[config.mk]
export PLATFORM = sky130hd
export DESIGN_NAME = lock_fsm_param
export DESIGN_NICKNAME = d
export VERILOG_FILES = /design/src/rtl/lock_pkg.sv /design/src/rtl/lock_key_event.sv /design/src/rtl/lock_fsm_param.sv
export SDC_FILE = /design/constraint.sdc
export NUM_CORES = 1
export LEC_CHECK = 0
export CAP_MARGIN = 5
export CORE_UTILIZATION = 25
export DETAILED_ROUTE_END_ITERATION = 10
export PLACE_DENSITY = 0.38
export SYNTH_ARGS = -nofsm -noshare
export SYNTH_HDL_FRONTEND = slang
export SYNTH_SLANG_ARGS = --single-unit
[constraint.sdc]
create_clock -name clock -period 2.5 [get_ports clock]
set_clock_uncertainty 0.1 [all_clocks]
set_input_delay 0.5 -clock clock [delete_from_list [all_inputs] [get_ports clock]]
set_output_delay 0.5 -clock clock [all_outputs]
set_load 0.02 [all_outputs]
[src/rtl/lock_pkg.sv]
// lock_pkg: state encoding, key codes and the key encoder shared by the lock
package lock_pkg;
    typedef enum logic [2:0] {ENTRY, CHECK, OPEN, FAIL, LOCKOUT} state_t;
    localparam int         DIGIT_W  = 4;
    localparam logic [3:0] KEY_NONE = 4'd0;
    localparam logic [3:0] KEY_DEL  = 4'd10;
    localparam logic [3:0] KEY_CLR  = 4'd11;
    // Clear beats delete beats digit; a digit needs exactly one low key line
    function automatic logic [3:0] key_encode(input logic [8:0] key_low, input logic del, input logic clr);
        logic [3:0] code;
        code = KEY_NONE;
        for (int i = 0; i < 9; i++)
            if (key_low == 9'(1 << i)) code = 4'(i + 1);
        if (del) code = KEY_DEL;
        if (clr) code = KEY_CLR;
        return code;
    endfunction
endpackage

[src/rtl/lock_key_event.sv]
// lock_key_event: registers raw keys, encodes them and pulses on NONE->valid transitions
module lock_key_event
    import lock_pkg::*;
(
    input  logic       clock,
    input  logic       reset_n,
    input  logic [8:0] key_n,
    input  logic       del_key,
    input  logic       clr_key,
    output logic [3:0] key_code,
    output logic       key_valid
);
    logic [8:0] r_key_n;
    logic       r_del;
    logic       r_clr;
    logic [3:0] r_prev;
    logic [3:0] w_code;

    assign w_code    = key_encode(~r_key_n, r_del, r_clr);
    assign key_code  = w_code;
    assign key_valid = (r_prev == KEY_NONE) && (w_code != KEY_NONE);

    // Single input register stage plus last code, so a held key fires only once
    always_ff @(posedge clock or negedge reset_n) begin
        if (!reset_n) begin
            r_key_n <= '1;
            r_del   <= 1'b0;
            r_clr   <= 1'b0;
            r_prev  <= KEY_NONE;
        end else begin
            r_key_n <= key_n;
            r_del   <= del_key;
            r_clr   <= clr_key;
            r_prev  <= w_code;
        end
    end
endmodule

[src/rtl/lock_fsm_param.sv]
// lock_fsm_param: parametrised keypad lock; define LOCK_TIMEOUT_EN to let lockout expire after LOCK_CYCLES
module lock_fsm_param
    import lock_pkg::*;
#(
    parameter int                      DIGITS      = 4,
    parameter int                      MAX_FAIL    = 3,
    parameter int                      HOLD_CYCLES = 50_000_000,
    parameter int                      LOCK_CYCLES = 500_000_000,
    parameter logic [4*DIGITS-1:0]     INIT_PWD    = 16'h1234
) (
    input  logic                       clock,
    input  logic                       reset_n,
    input  logic [8:0]                 key_n,
    input  logic                       del_key,
    input  logic                       clr_key,
    input  logic                       set_mode,
    output logic [4*DIGITS-1:0]        digit_buf,
    output logic [3:0]                 digit_cnt,
    output logic                       success,
    output logic                       failed,
    output logic                       locked_out,
    output logic                       pwd_updated
);
    localparam int W    = DIGIT_W * DIGITS;
    localparam int CMAX = (HOLD_CYCLES > LOCK_CYCLES) ? HOLD_CYCLES : LOCK_CYCLES;
    localparam int TW   = (CMAX > 1) ? $clog2(CMAX) : 1;

    state_t         r_state, w_state;
    logic [W-1:0]   r_buf, w_buf, r_pwd, w_pwd, w_buf_add, w_buf_del;
    logic [3:0]     r_cnt, w_cnt, r_fail, w_fail;
    logic [TW-1:0]  r_timer, w_timer;
    logic           r_pwd_upd, w_pwd_upd;
    logic [3:0]     w_code;
    logic           w_valid, w_dig, w_del, w_clr, w_last;

    lock_key_event u_key (
        .clock     (clock),
        .reset_n   (reset_n),
        .key_n     (key_n),
        .del_key   (del_key),
        .clr_key   (clr_key),
        .key_code  (w_code),
        .key_valid (w_valid)
    );

    assign w_dig     = w_valid && (w_code <= 4'd9);
    assign w_del     = w_valid && (w_code == KEY_DEL) && (r_cnt != 4'd0);
    assign w_clr     = w_valid && (w_code == KEY_CLR);
    assign w_last    = (r_cnt == 4'(DIGITS - 1));
    assign w_buf_add = r_buf | (W'(w_code) << (DIGIT_W * (DIGITS - 1 - int'(r_cnt))));
    assign w_buf_del = r_buf & ~(W'(4'hF) << (DIGIT_W * (DIGITS - int'(r_cnt))));

    assign digit_buf   = r_buf;
    assign digit_cnt   = r_cnt;
    assign success     = (r_state == OPEN);
    assign failed      = (r_state == FAIL);
    assign locked_out  = (r_state == LOCKOUT);
    assign pwd_updated = r_pwd_upd;

    // State register and datapath registers; reset restores the factory password
    always_ff @(posedge clock or negedge reset_n) begin
        if (!reset_n) begin
            r_state   <= ENTRY;
            r_buf     <= '0;
            r_cnt     <= 4'd0;
            r_fail    <= 4'd0;
            r_pwd     <= INIT_PWD;
            r_timer   <= '0;
            r_pwd_upd <= 1'b0;
        end else begin
            r_state   <= w_state;
            r_buf     <= w_buf;
            r_cnt     <= w_cnt;
            r_fail    <= w_fail;
            r_pwd     <= w_pwd;
            r_timer   <= w_timer;
            r_pwd_upd <= w_pwd_upd;
        end
    end

    // Next state and buffer edits; the last digit of an entry moves straight to CHECK
    always_comb begin
        w_state   = r_state;
        w_buf     = r_buf;
        w_cnt     = r_cnt;
        w_fail    = r_fail;
        w_pwd     = r_pwd;
        w_timer   = r_timer;
        w_pwd_upd = 1'b0;
        case (r_state)
            ENTRY: begin
                if (w_clr) begin
                    w_buf = '0;
                    w_cnt = 4'd0;
                end else if (w_del) begin
                    w_buf = w_buf_del;
                    w_cnt = r_cnt - 4'd1;
                end else if (w_dig) begin
                    w_buf = w_buf_add;
                    w_cnt = r_cnt + 4'd1;
                    if (w_last) w_state = CHECK;
                end
            end
            CHECK: begin
                w_timer = '0;
                if (r_buf == r_pwd) begin
                    w_state = OPEN;
                    w_fail  = 4'd0;
                    w_buf   = '0;
                    w_cnt   = 4'd0;
                end else begin
                    w_fail  = r_fail + 4'd1;
                    w_state = (w_fail == 4'(MAX_FAIL)) ? LOCKOUT : FAIL;
                end
            end
            OPEN: begin
                if (w_clr) begin
                    w_state = ENTRY;
                    w_buf   = '0;
                    w_cnt   = 4'd0;
                end else if (!set_mode) begin
                    w_buf = '0;
                    w_cnt = 4'd0;
                end else if (w_del) begin
                    w_buf = w_buf_del;
                    w_cnt = r_cnt - 4'd1;
                end else if (w_dig) begin
                    w_pwd     = w_last ? w_buf_add : r_pwd;
                    w_pwd_upd = w_last;
                    w_buf     = w_last ? '0 : w_buf_add;
                    w_cnt     = w_last ? 4'd0 : r_cnt + 4'd1;
                end
            end
            FAIL: begin
                if (r_timer == TW'(HOLD_CYCLES - 1)) begin
                    w_state = ENTRY;
                    w_buf   = '0;
                    w_cnt   = 4'd0;
                end else begin
                    w_timer = r_timer + 1'b1;
                end
            end
            LOCKOUT: begin
`ifdef LOCK_TIMEOUT_EN
                if (r_timer == TW'(LOCK_CYCLES - 1)) begin
                    w_state = ENTRY;
                    w_fail  = 4'd0;
                    w_buf   = '0;
                    w_cnt   = 4'd0;
                end else begin
                    w_timer = r_timer + 1'b1;
                end
`else
                w_state = LOCKOUT;
`endif
            end
            default: w_state = ENTRY;
        endcase
    end
endmodule

==> reports/qor.csv, run 1 <==
metric;value;unit
most common cell after layout, fill and taps aside;dfrtp_1;
# DRC;0;
pin count of the biggest net entering global routing;46;
CTS Buf Count;9;
syn_nets;512;
status;finished, violations left;
maxcap violations;0;
CP top delay family;simple AND/OR/NAND/NOR gates;
worst-path fanout max;6;
port bufs;37;
Slew @ Worst Pin;0.958;ns
H-tree Lvls;3;
ratio of cells with drive above 1 in the final layout;24.5;%
crit path launch;u_key.r_key_n[4]$_DFF_PN1_;
asr flop ratio synth;100;%
most frequent cells in the layout;74 x dfrtp_1, 72 x buf_4, 56 x nor2_1;
GRT Total Usage;14.5;%
# setup viols final;10;
Vias;3967;
RD Place Congestion;0.813;
first-pass GRT wire length;21700;um
die span in y;140;um
drt pass-1 iters;4;
Final ANT Viol Nets;0;
Setup WS post-layout;-0.0539;ns
Pwr Density;784;nW/um^2
Buf/Inv on CP;1;
storage element area;2220;sq um
Iter 0 DRT Violations;176;
min cycle time layout;2.55;ns
fill count;1851;
RSZ-0062 raised after global routing;yes;
P_leak;0.00267;uW
HPWL after DPL;9620;um
Max-slew headroom;35.6;%
Area Overhead vs Synth;33.5;%
CTS sink count;88;
I/O pin cnt;38;
row count;49;
critical path arrival;2.68;ns
Yosys reg bits;88;
synthesized cell area;4730;sq um
clk root buf;clkbuf_16;
Max VDD drop;0.000362;V
vias in the first global route;4069;
CP cell instances;and4b_1 -> a311oi_2 -> o21ai_2 -> or4b_4 -> a31oi_4 -> buf_6 -> or3_4 -> o22ai_2;
Max clock buf depth;2;
crit path capture;digit_cnt[3]$_DFFE_PN0P_;
Final period util;102;%
Hold Crit Class;input port to async pin;
startpoint types;flop;
largest area contributor in the netlist;dfrtp_1;
sequential area share after synthesis;47.0;%
reg-to-reg setup timing slack;-0.05;ns
Yosys cell types;67;
initial antenna violation count;0;
total grt overflow;0;
Area contributors post-synth;dfrtp_1 39%, dfstp_2 7.8%, xor2_1 4.6%;
Critical R2R Launch;u_key.r_key_n[4]$_DFF_PN1_;
Critical Path Max Stage Delay;0.55;ns
crit end category;flop;
clk slew on worst S/H paths;0.07;ns
final slew viol count;0;
failing checks;negative setup slack;
final count of hold timing violations;0;
Final Core Density;34.6;%
r2r worst-path depth;8;
RR Endpoint;digit_cnt[3]$_DFFE_PN0P_;
Post-Route WL;13200;um
Net count, final;609;
Multi-input gate area;2480;sq um
Ant. Diodes;0;
Synthesis Warnings;0;
Die W;140;um
worst-skew pair later-pin latency;0.35;ns
CTS tree;yes;
crit path kind;flop to flop;
number of vias per cell;4.81;
cell with the largest stage delay on the worst path;dfstp_2;
EDFF count, synth;0;
die area;19500;sq um
Mean Syn Cell Area;9.59;sq um
core area;18300;sq um
Post-Syn Instances;493;
fmax;392;MHz
CTS Hold Bufs;0;
starting density of the core;25.9;%
routed wire length per instance;16.1;um
Worst path depth;8;
WP data required;2.62;ns
Top FF cell, synth;dfrtp_1;
post-synth top area share;39.2;%
hold slack final;0.0515;ns
[report_power, final]
part	internal (uW)	switching, uW
registers	1560	143
clock network	873	577
logic	783	1010
total	3220	1730
[per-stage QoR]
| stage | power (uW) | std cells | TNS, ns | area (sq um) | worst slack, ns |
|---|---|---|---|---|---|
| 6_report | 4950 | 824 | -0.304 | 6310 | -0.0539 |
| 5_1_grt | 5250 | 824 | -1.30 | 6310 | -0.110 |
| 4_1_cts | 4980 | 824 | -0.146 | 6240 | -0.0252 |
| 3_5_place_dp | 3430 | 802 | -1.01 | 5790 | -0.109 |
| 3_3_place_gp | 3430 | 802 | -0.721 | 5790 | -0.0865 |
| 2_1_floorplan | 2660 | 493 | 0 | 4740 | 0.0172 |
[worst min path at each step]
stage / start / end
after CTS: reset_n / r_pwd[11]$_DFFE_PN0P_
after detailed placement: r_pwd[9]$_DFFE_PN1P_ / r_pwd[9]$_DFFE_PN1P_
after global routing: reset_n / r_pwd[8]$_DFFE_PN0P_
after global placement: r_pwd[2]$_DFFE_PN1P_ / r_pwd[2]$_DFFE_PN1P_
after floorplan: reset_n / digit_buf[0]$_DFFE_PN0P_
final: reset_n / r_pwd[8]$_DFFE_PN0P_
[metal layers]
layer,track usage (%),part of all wire [%],routed length [um]
met1,19.7,51,6700
met2,22.5,45,5920
met3,2.48,2.4,313
met4,6.67,2.3,308
met5,0,0,0
[repair_timing]
| item | 4_1_cts | 5_1_grt |
|---|---|---|
| pin swaps | 11 | 13 |
| setup buffers | 8 | 1 |
| gates resized for setup | 19 | 19 |
| endpoints found under the setup margin | 20 | 29 |
[sequential cells by signal (all words and copies together) (netlist names)]
signal         flops
r_state            3
u_key.r_clr        1
digit_cnt          4
r_fail             4
pwd_updated        1
r_pwd             16
r_timer           29
digit_buf         16
u_key.r_key_n      9
u_key.r_prev       4
u_key.r_del        1
[Yosys cell counts, drive strengths merged (6+ instances only)]
cell / instances
a21oi: 22
buf: 12
nand3: 22
dfrtp: 74
nand4: 17
dfstp: 14
inv: 13
xnor2: 23
clkbuf: 15
nor4: 7
and2: 9
nand2: 44
and4: 6
o21ai: 33
a31oi: 9
nor3: 14
nor2: 58
xor2: 25
[final cells by class]
cell class                      count  share of cell area (%)
Clock buffer                       10                    3.63
Clock inverter                      6                    1.33
Inverter                           13                   0.773
Multi-Input combinational cell    365                    39.3
Sequential cell                    88                    35.2
Tap cell                          229                    4.54
Timing Repair Buffer              113                    15.3
[cell families after synthesis]
logic type / count (synthesis) / share of synthesized area [%]
multiplexers: 2 / 0.450
adder cells (fa/ha/maj): 5 / 1.32
buffers and inverters: 40 / 4.16
XOR/XNOR: 48 / 8.89
flip-flops: 88 / 47.0
AO/OA/AOI/OAI: 104 / 15.1
AND/OR/NAND/NOR: 206 / 23.1
Power figures use the tool's default switching activity.
==> inputs of run 2 (changes only) <==
Settings changed: CORE_ASPECT_RATIO from default to 0.7, REMOVE_ABC_BUFFERS from default to 1.
==> run 2 against run 1 <==
Compared with the run above: the flow finishes with violations (design-rule violations, negative setup slack); clock power shrank 3%; count of clock-buffer cells in the layout is the same; core utilization grew 0.77 points; die area is essentially flat; sequential cell count is the same; first-iteration DRC count grew 16%; routed wire length grew 2.6%; critical path depth is the same; via count grew 0.48%; total power grew 1.5%; sequential power is essentially flat; critical path type unchanged; critical endpoint is now digit_buf[2]$_DFFE_PN0P_; largest power group unchanged.
==> reports/qor.csv, run 2 (same netlist as run 1, synthesis figures left out) <==
metric;value;unit
RSZ-0062 raised after global routing;yes;
port bufs;37;
Final period util;104;%
total grt overflow;0;
worst-skew pair later-pin latency;0.35;ns
# setup viols final;18;
starting density of the core;25.9;%
Final Core Density;35.3;%
max FFs per register;29;
met1 usage;22.3;%
Hold Crit Class;flop to flop;
internal power;3240;uW
RD Place Congestion;0.815;
status;finished, violations left;
row count;41;
CTS Buf Count;9;
I/O pin cnt;38;
# DRC;2;
final slew viol count;0;
GR Layer Usage met2;20.6;%
HPWL after DPL;9870;um
CTS tree;yes;
Die W;166;um
Flop pwr share;33.8;%
core area;18300;sq um
routed wire length per instance;16.1;um
die span in y;117;um
Net Switching;1790;uW
Setup WS post-layout;-0.0992;ns
storage element area;2220;sq um
Max VDD drop;0.000318;V
fmax;385;MHz
initial antenna violation count;0;
Net count, final;620;
most frequent cells in the layout;78 x buf_4, 74 x dfrtp_1, 55 x nor2_1;
first-pass GRT wire length;21900;um
reg-to-reg setup timing slack;-0.1;ns
ratio of cells with drive above 1 in the final layout;26.2;%
P_leak;0.00273;uW
Switching Share;35.6;%
Ant. Diodes;0;
number of vias per cell;4.73;
die area;19500;sq um
Critical R2R Launch;u_key.r_key_n[6]$_DFF_PN1_;
worst-path fanout max;7;
drt pass-1 iters;7;
fill count;1845;
final count of hold timing violations;0;
critical path arrival;2.74;ns
Post-Route WL;13600;um
Buf/Inv on CP;1;
crit end category;flop;
Area Overhead vs Synth;36.4;%
Vias;3986;
Critical Path Max Stage Delay;0.59;ns
Max clock buf depth;2;
cell with the largest stage delay on the worst path;dfstp_2;
GRT Total Usage;14.7;%
failing checks;design-rule violations, negative setup slack;
Max-slew headroom;64.6;%
min cycle time layout;2.60;ns
CP top delay family;compound AO/OA/AOI/OAI gates;
clk root buf;clkbuf_16;
Final ANT Viol Nets;0;
clk slew on worst S/H paths;0.07;ns
Largest Register;r_timer;
CP cell instances;and4b_1 -> a311oi_2 -> o21ai_2 -> or4b_4 -> a31oi_4 -> buf_12 -> nor3_4 -> a32o_1;
startpoint types;flop;
WP data required;2.64;ns
r2r worst-path depth;8;
maxcap violations;0;
most common cell after layout, fill and taps aside;buf_4;
Clk pwr share;28.0;%
Hold Path End;r_pwd[5]$_DFFE_PN1P_;
HP Start;r_pwd[5]$_DFFE_PN1P_;
Setup Total Neg Slack;-0.876;ns
crit path kind;flop to flop;
pin count of the biggest net entering global routing;33;
CTS sink count;88;
Slew @ Worst Pin;0.527;ns
Pwr Density;779;nW/um^2
Logic pwr share;38.1;%
Multi-input gate area;2450;sq um
Tot Pwr;5030;uW
vias in the first global route;3943;
H-tree Lvls;3;
Hold Path Depth;2;
RR Endpoint;digit_buf[2]$_DFFE_PN0P_;
busiest grt layer;met1;
Iter 0 DRT Violations;205;
routing usage on met3;3.77;%
hold slack final;0.373;ns
## run 2: cell types whose count changed in the layout (fill, tap and decap cells not counted), sizes merged
cell / delta
clkbuf: +2
dlygate4sd3: +1
buf: +8
bufinv: -1
clkinvlp: +1
## run 2: per-stage QoR
step | cell area, sq um | cells | setup WS, ns
after global placement | 5880 | 818 | -0.161
after floorplan | 4580 | 466 | -0.186
after CTS | 6290 | 837 | -0.0703
final | 6450 | 842 | -0.0992
after detailed placement | 5880 | 818 | -0.173
after global routing | 6450 | 842 | -0.172
## run 2: worst max-delay path by stage
| stage | startpoint | end | slack, ns | depth (start not counted) |
|---|---|---|---|---|
| detailed placement | u_key.r_key_n[6]$_DFF_PN1_ | digit_buf[2]$_DFFE_PN0P_ | -0.17 | 8 |
| finish | u_key.r_key_n[6]$_DFF_PN1_ | digit_buf[2]$_DFFE_PN0P_ | -0.1 | 8 |
| floorplan | u_key.r_key_n[6]$_DFF_PN1_ | r_pwd[0]$_DFFE_PN0P_ | -0.19 | 6 |
| global placement | u_key.r_key_n[6]$_DFF_PN1_ | digit_buf[0]$_DFFE_PN0P_ | -0.16 | 8 |
| global route | u_key.r_key_n[6]$_DFF_PN1_ | digit_buf[14]$_DFFE_PN0P_ | -0.17 | 10 |
| CTS | u_key.r_key_n[6]$_DFF_PN1_ | digit_buf[9]$_DFFE_PN0P_ | -0.07 | 8 |
## run 2: power by group through the flow
stage	Sequential (uW)	Clock, uW	Combinational, uW
2_1_floorplan	1890	0	711
3_3_place_gp	1730	0	1790
3_5_place_dp	1730	0	1780
4_1_cts	1700	1480	1840
5_1_grt	1720	1530	2070
6_report	1700	1410	1920
## run 2: cell type report
| cell class | count | area share (%) |
|---|---|---|
| timing repair buffer | 124 | 17.4 |
| clock buffer | 10 | 3.71 |
| sequential | 88 | 34.4 |
| multi-input combinational | 365 | 38.1 |
| inverter | 13 | 0.757 |
| tap | 236 | 4.58 |
| clock inverter | 6 | 1.07 |
## run 2: repair_timing
action,CTS,global route
endpoints found under the hold margin,9,0
cloned,0,2
endpoints found under the setup margin,26,33
buffers inserted,4,3
hold buffers,1,0
pin swaps,19,12
gates resized for setup,19,28
## run 2: routing by layer
| metal | up-vias | wire length [um] |
|---|---|---|
| met3 | 4 | 503 |
| li1 | 1984 | - |
| met4 | 0 | 82 |
| met2 | 64 | 5440 |
| met5 | - | 0 |
| met1 | 1934 | 7560 |
## run 2: tightest hold or removal path: cells and delay by family, from the launching register on
kind / cells / cell delay [ns]
compound gates: 1 / 0.05
flops: 1 / 0.37
simple gates: 1 / 0.05
==> inputs of run 3 (changes only) <==
Settings changed: SKIP_LAST_GASP from default to 1.
==> run 3 against run 2 <==
Compared with the run above: the flow still finishes with violations (design-rule violations, negative setup slack); total power decreased by 0.15%; sequential power about the same; register-to-register slack about the same; non-clock buffer count unchanged; design area about the same; fmax decreased by 0.45%; via count increased by 0.25%; final cell count unchanged; critical path type unchanged; clock power about the same; highest routed layer unchanged; worst hold slack improved by 0.0053 ns; die area unchanged; core utilization about the same.
==> reports/qor.csv, run 3 (same netlist as run 1, synthesis figures left out) <==
metric;value;unit
most common cell after layout, fill and taps aside;buf_4;
pin count of the biggest net entering global routing;33;
first-pass GRT wire length;21900;um
Iter 0 DRT Violations;195;
fmax;383;MHz
WP data required;2.64;ns
routed wire length per instance;16.1;um
Multi-input gate area;2450;sq um
worst-skew pair later-pin latency;0.35;ns
row count;41;
drt pass-1 iters;7;
Critical R2R Launch;u_key.r_key_n[6]$_DFF_PN1_;
max FFs per register;29;
post-route cell area;6440;sq um
startpoint types;flop;
final std cells w/o fill;842;
port bufs;37;
total grt overflow;0;
RD Place Congestion;0.815;
RSZ-0062 raised after global routing;yes;
Worst path depth;8;
final count of hold timing violations;0;
worst-path fanout max;7;
crit path kind;flop to flop;
Vias;3996;
Final Core Density;35.3;%
fill count;1846;
most frequent cells in the layout;78 x buf_4, 74 x dfrtp_1, 55 x nor2_1;
GRT Total Usage;14.7;%
core area;18300;sq um
min cycle time layout;2.61;ns
ratio of cells with drive above 1 in the final layout;26.1;%
crit path launch;u_key.r_key_n[6]$_DFF_PN1_;
crit path capture;digit_buf[2]$_DFFE_PN0P_;
dpl cell area;5880;sq um
Final period util;104;%
Buf/Inv on CP;1;
P_leak;0.00273;uW
Placed Cells incl. Taps;818;
status;finished, violations left;
clk slew on worst S/H paths;0.07;ns
Setup Total Neg Slack;-0.900;ns
Hold Crit Class;flop to flop;
vias in the first global route;3941;
Post-Route WL;13600;um
Setup WS post-layout;-0.111;ns
die area;19500;sq um
starting density of the core;25.9;%
CTS tree;yes;
Area Overhead vs Synth;36.3;%
# setup viols final;18;
cell with the largest stage delay on the worst path;dfstp_2;
Max clock buf depth;2;
Critical Path Max Stage Delay;0.59;ns
H-tree Lvls;3;
storage element area;2220;sq um
number of vias per cell;4.75;
maxcap violations;0;
initial antenna violation count;0;
Slew @ Worst Pin;0.527;ns
RR Endpoint;digit_buf[2]$_DFFE_PN0P_;
reg-to-reg setup timing slack;-0.11;ns
Ant. Diodes;0;
Max VDD drop;0.000319;V
CP cell instances;and4b_1 -> a311oi_2 -> o21ai_2 -> or4b_4 -> a31oi_4 -> buf_12 -> nor3_4 -> a32o_1;
Largest Register;r_timer;
critical path arrival;2.75;ns
Final ANT Viol Nets;0;
# DRC;2;
Net count, final;620;
die span in y;117;um
Pwr Density;779;nW/um^2
CTS sink count;88;
clk root buf;clkbuf_16;
Die W;166;um
failing checks;design-rule violations, negative setup slack;
Max-slew headroom;64.6;%
crit end category;flop;
Tot Pwr;5020;uW
r2r worst-path depth;8;
CP top delay family;compound AO/OA/AOI/OAI gates;
I/O pin cnt;38;
final slew viol count;0;
HPWL after DPL;9870;um
CTS Buf Count;9;
-- run 3: cell types whose count changed in the layout (fill, tap and decap cells not counted) --
cell / previous run / this run
o21ai_1: 12 / 4
a31oi_1: 7 / 8
o21ai_0: 16 / 24
a31oi_2: 1 / 0
-- run 3: metrics by stage --
step / worst slack (ns) / hold slack [ns]
after floorplan: -0.186 / 0.104
after global placement: -0.161 / 0.373
after detailed placement: -0.173 / 0.381
after CTS: -0.0703 / 0.392
after global routing: -0.172 / 0.415
final: -0.111 / 0.378
-- run 3: layout make-up --
class,count,share of cell area (%)
multi-input combinational,365,38.0
clock buffer,10,3.71
clock inverter,6,1.07
sequential,88,34.4
inverter,13,0.757
tap,236,4.58
timing repair buffer,124,17.4
-- run 3: where the power goes --
| part | internal, uW | switching (uW) | leakage [uW] |
|---|---|---|---|
| logic | 865 | 1040 | 0.00143 |
| registers | 1560 | 138 | 0.00115 |
| clock network | 806 | 604 | 0.000149 |
| total | 3230 | 1780 | 0.00273 |
-- run 3: what timing repair did --
| action | CTS | global route |
|---|---|---|
| cloned | 0 | 2 |
| pin swaps | 18 | 12 |
| buffers inserted | 4 | 3 |
| hold buffers | 1 | 0 |
| endpoints found under the hold margin | 9 | 0 |
| resized for setup | 19 | 19 |
| setup endpoints to repair | 26 | 33 |
-- run 3: worst min-delay path by stage --
stage / cells after the start / slack (ns) / startpoint / end
floorplan: 0 / 0.10 / reset_n / digit_buf[0]$_DFFE_PN0P_
detailed placement: 1 / 0.38 / reset_n / digit_cnt[3]$_DFFE_PN0P_
global route: 2 / 0.42 / r_pwd[4]$_DFFE_PN1P_ / r_pwd[4]$_DFFE_PN1P_
CTS: 2 / 0.39 / r_pwd[5]$_DFFE_PN1P_ / r_pwd[5]$_DFFE_PN1P_
finish: 2 / 0.38 / r_pwd[4]$_DFFE_PN1P_ / r_pwd[4]$_DFFE_PN1P_
global placement: 2 / 0.37 / r_pwd[4]$_DFFE_PN1P_ / r_pwd[4]$_DFFE_PN1P_
-- run 3: layer usage --
layer	vias up	track usage (%)	wire length, um
li1	1981	-	-
met5	-	0	0
met1	1948	22.3	7510
met2	62	20.6	5420
met4	0	3.52	101
met3	5	3.77	549
-- run 3: worst min-delay path, cell delays in order (launching register included) --
cell	delay (ns)
dfstp_2	0.37
nand2_1	0.05
o21ai_1	0.05
